==> config.mk <==
export PLATFORM = sky130hd
export DESIGN_NAME = fifo_uart_tx_ctrl
export DESIGN_NICKNAME = d
export VERILOG_FILES = /design/src/rtl/fifo_uart_tx_ctrl_pkg.sv /design/src/rtl/fifo_uart_tx_ctrl_baud.sv /design/src/rtl/fifo_uart_tx_ctrl.sv
export SDC_FILE = /design/constraint.sdc
export NUM_CORES = 1
export LEC_CHECK = 0
export ABC_AREA = 1
export ABC_CLOCK_PERIOD_IN_PS = 3480
export BUFFER_PORTS_ARGS = -buffer_cell sky130_fd_sc_hd__buf_4
export CAP_MARGIN = 20
export CORE_ASPECT_RATIO = 0.6
export CORE_MARGIN = 5
export CORE_UTILIZATION = 40
export DETAILED_ROUTE_END_ITERATION = 6
export GPL_ROUTABILITY_DRIVEN = 1
export PLACE_DENSITY_LB_ADDON = 0.2
export SLEW_MARGIN = 20
export SYNTH_ARGS = -nofsm -noshare
export SYNTH_HDL_FRONTEND = slang
export SYNTH_SLANG_ARGS = --single-unit
==> constraint.sdc <==
create_clock -name clk -period 3.48 [get_ports clk]
set_input_delay 0.348 -clock clk [delete_from_list [all_inputs] [get_ports clk]]
set_output_delay 0.348 -clock clk [all_outputs]
set_load 0.03 [all_outputs]
==> src/rtl/fifo_uart_tx_ctrl_pkg.sv <==
// rtl/fifo_uart_tx_ctrl_pkg.sv - shared types and defaults for the FIFO-fed UART transmitter
package fifo_uart_tx_ctrl_pkg;

  typedef enum logic [2:0] {IDLE, FETCH, START, DATA, STOP} tx_state_t;

  localparam int UART_DATA_BITS       = 8;
  localparam int DEFAULT_CLKS_PER_BIT = 868;
  localparam int FIFO_CAPACITY_BYTES  = 16;
  localparam int FIFO_CAPACITY_LOG2   = 4;

endpackage

==> src/rtl/fifo_uart_tx_ctrl_baud.sv <==
// rtl/fifo_uart_tx_ctrl_baud.sv - bit-period counter, pulses bit_done on the last cycle of each bit
module uart_baud_counter
  import fifo_uart_tx_ctrl_pkg::*;
#(
  parameter int CLKS_PER_BIT = DEFAULT_CLKS_PER_BIT
) (
  input  logic clk,
  input  logic reset_n,
  input  logic clear,
  output logic bit_done
);

  localparam int W = (CLKS_PER_BIT > 1) ? $clog2(CLKS_PER_BIT) : 1;
  localparam logic [W-1:0] LAST = W'(CLKS_PER_BIT - 1);

  logic [W-1:0] count;

  assign bit_done = (count == LAST);

  always_ff @(posedge clk) begin
    if (!reset_n || clear || bit_done) begin
      count <= '0;
    end else begin
      count <= count + 1'b1;
    end
  end

endmodule

==> src/rtl/fifo_uart_tx_ctrl.sv <==
// rtl/fifo_uart_tx_ctrl.sv - pops one FIFO byte per frame and serialises it as 8N1/8N2 on txd
module fifo_uart_tx_ctrl
  import fifo_uart_tx_ctrl_pkg::*;
#(
  parameter int CLKS_PER_BIT = DEFAULT_CLKS_PER_BIT,
  parameter int STOP_BITS    = 1,
  parameter int COUNT_WIDTH  = 16
) (
  input  logic                   clk,
  input  logic                   reset_n,
  input  logic                   tx_enable,
  input  logic                   fifo_read_ready,
  input  logic [7:0]             fifo_read_data,
  output logic                   fifo_read_enable,
  output logic                   txd,
  output logic                   busy,
  output logic [COUNT_WIDTH-1:0] sent_count
);

  tx_state_t                 state;
  tx_state_t                 state_next;
  logic [UART_DATA_BITS-1:0] shift;
  logic [2:0]                bit_idx;
  logic                      bit_done;
  logic                      baud_clear;

  uart_baud_counter #(.CLKS_PER_BIT(CLKS_PER_BIT)) u_baud (
    .clk      (clk),
    .reset_n  (reset_n),
    .clear    (baud_clear),
    .bit_done (bit_done)
  );

  always_comb begin
    state_next       = state;
    fifo_read_enable = 1'b0;
    txd              = 1'b1;
    busy             = 1'b1;
    case (state)
      IDLE: begin
        busy = 1'b0;
        // Gated by reset so a held reset never pops and loses a byte.
        fifo_read_enable = tx_enable & fifo_read_ready & reset_n;
        if (fifo_read_enable) state_next = FETCH;
      end
      FETCH: state_next = START;
      START: begin
        txd = 1'b0;
        if (bit_done) state_next = DATA;
      end
      DATA: begin
        txd = shift[0];
        if (bit_done && bit_idx == 3'(UART_DATA_BITS - 1)) state_next = STOP;
      end
      STOP: begin
        if (bit_done && bit_idx == 3'(STOP_BITS - 1)) state_next = IDLE;
      end
      default: state_next = IDLE;
    endcase
    baud_clear = (state_next != state) || (state == IDLE);
  end

  always_ff @(posedge clk) begin
    if (!reset_n) begin
      state      <= IDLE;
      shift      <= '0;
      bit_idx    <= '0;
      sent_count <= '0;
    end else begin
      state <= state_next;
      case (state)
        FETCH: begin
          shift   <= fifo_read_data;
          bit_idx <= '0;
        end
        DATA: begin
          if (bit_done) begin
            shift   <= shift >> 1;
            bit_idx <= (state_next == STOP) ? 3'd0 : bit_idx + 3'd1;
          end
        end
        STOP: begin
          // bit_idx is reused to count stop bits.
          if (bit_done) begin
            if (state_next == IDLE) begin
              bit_idx    <= '0;
              sent_count <= sent_count + 1'b1;
            end else begin
              bit_idx <= bit_idx + 3'd1;
            end
          end
        end
        default: ;
      endcase
    end
  end

endmodule

==> results.md <==
- The pre-antenna-repair detailed-routing pass consisted of 4 iterations.
- The net count after synthesis is 307.
- The number of flops mapped to enable cells by yosys is 0.
- No sink is reached through more buffers than the 2 on the longest clock path.
- The cell count after synthesis came out at 290.
- The endpoint required time on the critical path is 3660 ps.
- The die covers 6860 um2.
- Synthesis instantiated 28 different standard cells from the library.
- The number of cells in the design after placement is 380.
- Wires add up to 4820 um.
- The repair_antennas step left the layout with diodes totalling 0.
- The number of hold-slack violations in the final timing report is 0.
- The post-route non-filler standard cell count is 388.
- The clock slew at the register clock pins of the worst setup and hold paths is 80 ps.
- The final core utilization is 0.483.
- In this run the tool buffered the top-level ports with 30 buffer cells.
- Timing analysis after detailed placement gives a worst setup slack of 1410 ps.
- Final hold analysis gives a worst-case slack of 319 ps.
- In this run the standard cell core region covers 5080 um2.
- The proportion of layout cells with a drive suffix above 1 is 0.180.
- Static timing analysis puts the maximum clock frequency at 474 MHz.
- Grouping stages by cell kind, the critical path spends the most delay in simple AND/OR/NAND/NOR gates.
- The cell at the root of the clock tree is sky130_fd_sc_hd__clkbuf_8.
- The biggest fanout along the worst timing path is 19.
- The number of DRC violations after detailed routing is 0.
- In this run the count of I/O pins placed on the die edge is 31.
- The DRC marker count from the first detailed-route iteration is 130.
- Yosys attributes the largest share of cell area to sky130_fd_sc_hd__dfxtp_1 38%, sky130_fd_sc_hd__nand2_1 11%, sky130_fd_sc_hd__nand3_1 6.7%.
- The cell area after placement is 2360 um2.
- The setup check on the worst reg-to-reg path leaves a slack of 1370 ps.
- After routing, the total negative slack on setup checks comes to 0 ps.
- Once routing completed, OpenROAD measured the worst setup slack at 1370 ps.
- Among all flip-flop cells after synthesis, the most frequent one is sky130_fd_sc_hd__dfxtp_1.
- The largest individual stage delay along the critical path comes from the cell sky130_fd_sc_hd__nand4_2.
- At the pin with the least slew margin, the transition time is 446 ps.
- The TritonCTS sink count is 40.
- The buffers inserted during post-CTS setup optimization is 0.
- The weighted congestion at the end of routability-driven global placement is 0.806.
- Across the VDD grid, the largest voltage drop is 129 uV.
- The share of the cycle needed by the critical path after routing is 0.606.
- The total half-perimeter wirelength after legalization and detailed placement is 3570 um.
- In the post-synthesis netlist, the cell with the most instances is sky130_fd_sc_hd__nand2_1.
- The post-synthesis instance area is 2100 um2.
- The number of global-route vias before repair is 1695.
- Headroom to the max-slew limit came out at 0.700.
- The first global-routing pass estimated 8310 um of wire.
- The initial core utilization is 0.414.
- Summed over all cells, the static leakage comes to 1.02 nW.
- The final design instance area without fill is 2460 um2.
- In this run the core area contains 20 standard-cell rows.
- The number of nets in the layout is 338.
- The total number of H-tree levels is 2.
- The post-synthesis to final-layout area growth is 16.7%.
- The signal on the critical path passes through ha_1 -> nand2_1 -> nor2_4 -> nand2_2 -> nor2_4 -> nand4_2 -> nand2_1 -> a21oi_1.
- The sequential fraction of the synthesis area is 0.380.
- The worst setup path is captured at a flop.
- The fraction of registers with async set/reset is 0.
- The number of antenna violations at the first check in global routing was 0.
- The number of endpoints failing setup at the final stage is 0.
- In this run the power density over the cells is 341 nW/um2.
- Of the post-synthesis cell area, the dominant cell type holds 0.380.
- The synthesis warning total is 0.
- Measured along the x axis, the die boundary spans 104 um.
- The startpoint kind of the worst setup timing path is a flop.
- The buffers plus inverters on the worst setup path is 0.
- At the later pin of the worst-skew pair, clock insertion delay measures 300 ps.
- The largest area contributor in the synthesized netlist is sky130_fd_sc_hd__dfxtp_1.
- Across the routed clock network, the largest skew measured is 5.19 ps.
- The height of the die is 66.2 um.
- After clock tree synthesis, the flow added hold-fix buffers numbering 0.
- The detail-routed net length per standard cell is 12.4 um.
- The clock tree from TritonCTS is yes.
- The number of buffers inserted during clock tree synthesis is 5.
- The tightest min-delay check is of the in2reg type.
- For this run, the total global-route usage over all layers was measured as 0.149.
- The number of max-slew violations in the final report is 0.
- By count the netlist is led by 64 x sky130_fd_sc_hd__nand2_1, 40 x sky130_fd_sc_hd__dfxtp_1, 36 x sky130_fd_sc_hd__nor2_1, 28 x sky130_fd_sc_hd__nand3_1, 25 x sky130_fd_sc_hd__a21oi_1.
- The number of vias per cell after detailed routing is 4.86.
- The mean instance size in the synthesized netlist is 7.26 um2.
- The critical path is of the reg2reg type.
- Once the clock tree was built, the resizer swapped 0 gates to a different size.
- The final route contains 1887 vias.
- The detail route stage leaves a number of antenna-violating nets equal to 0.
- The register bit count reported by yosys is 40.
- Counting I/O delays and the setup requirement, the final critical path takes 2110 ps.
- The peak per-stage delay on the critical path is 440 ps.
- At the worst endpoint, the arrival time is 2290 ps.
- The total global routing overflow is 0.
- The run finished with clean final reports.
- Summing internal, switching and leakage power gives 0.838 mW.
- Setup repair after global routing left no endpoint under its margin.
- The max capacitance violation total is 0.
- Entering global routing, the biggest net connects 22 pins.
## worst min-delay path, delay by kind of cell
kind | cells | cell delay [ps]
buffers and inverters | 1 | 110
AO/OA/AOI/OAI | 1 | 60
AND/OR/NAND/NOR | 1 | 50
## where the power goes
| part | internal (mW) | switching (mW) | leakage (nW) |
|---|---|---|---|
| registers | 0.459 | 0.00100 | 0.322 |
| logic | 0.0177 | 0.0293 | 0.654 |
| clock network | 0.160 | 0.170 | 0.0434 |
| total | 0.637 | 0.201 | 1.02 |
## logic make-up (layout without fill, tap and decap cells)
family                     after synthesis  after routing  share of synthesized area
xor gates and xnor gates                17             17                     0.0708
adders and majority gates                5              5                     0.0297
buffers and inverters                   34             66                     0.0791
and+or+nand+nor                        152            152                      0.336
AOI/OAI and AO/OA                       42             42                      0.104
DFF                                     40             40                      0.381
## cell usage in the layout, fill, tap and decap left out, types with 8 or more instances in the layout
cell type	netlist	routed
sky130_fd_sc_hd__a21oi_1	25	25
sky130_fd_sc_hd__buf_4	0	32
sky130_fd_sc_hd__dfxtp_1	40	40
sky130_fd_sc_hd__inv_1	23	23
sky130_fd_sc_hd__nand2_1	64	64
sky130_fd_sc_hd__nand3_1	28	28
sky130_fd_sc_hd__nor2_1	36	36
sky130_fd_sc_hd__o21ai_0	10	10
sky130_fd_sc_hd__xnor2_1	8	8
sky130_fd_sc_hd__xor2_1	9	9
## per-layer routing
metal	global-route usage	vias to the layer above	wire, um
li1	-	1007	-
met4	0.0491	0	33
met2	0.189	46	1870
met1	0.231	829	2660
met5	0	-	0
met3	0.0410	5	253
## sequential cells by signal, summed over array words and instances (netlist names)
name and cells:
bit_idx 3, sent_count 16, u_baud.count 10, state 3, shift 8
## area by class of cell
type                            instances  area (um2)
Clock buffer                            6        82.6
Fill cell                             524        2620
Inverter                               26        97.6
Sequential cell                        40         801
Multi-Input combinational cell        216        1140
Timing Repair Buffer                   32         240
Tap cell                               66        82.6
Clock inverter                          2        15.0
## worst paths after layout
kind / from / to / depth (start not counted)
setup / recovery: u_baud.count[0] / sent_count[7] / 8
setup reg to reg: u_baud.count[0] / sent_count[7] / 8
hold reg to reg: u_baud.count[0] / u_baud.count[0] / 1
hold / removal: fifo_read_data[7] / shift[7] / 3
(Power assumes the default switching activity.)
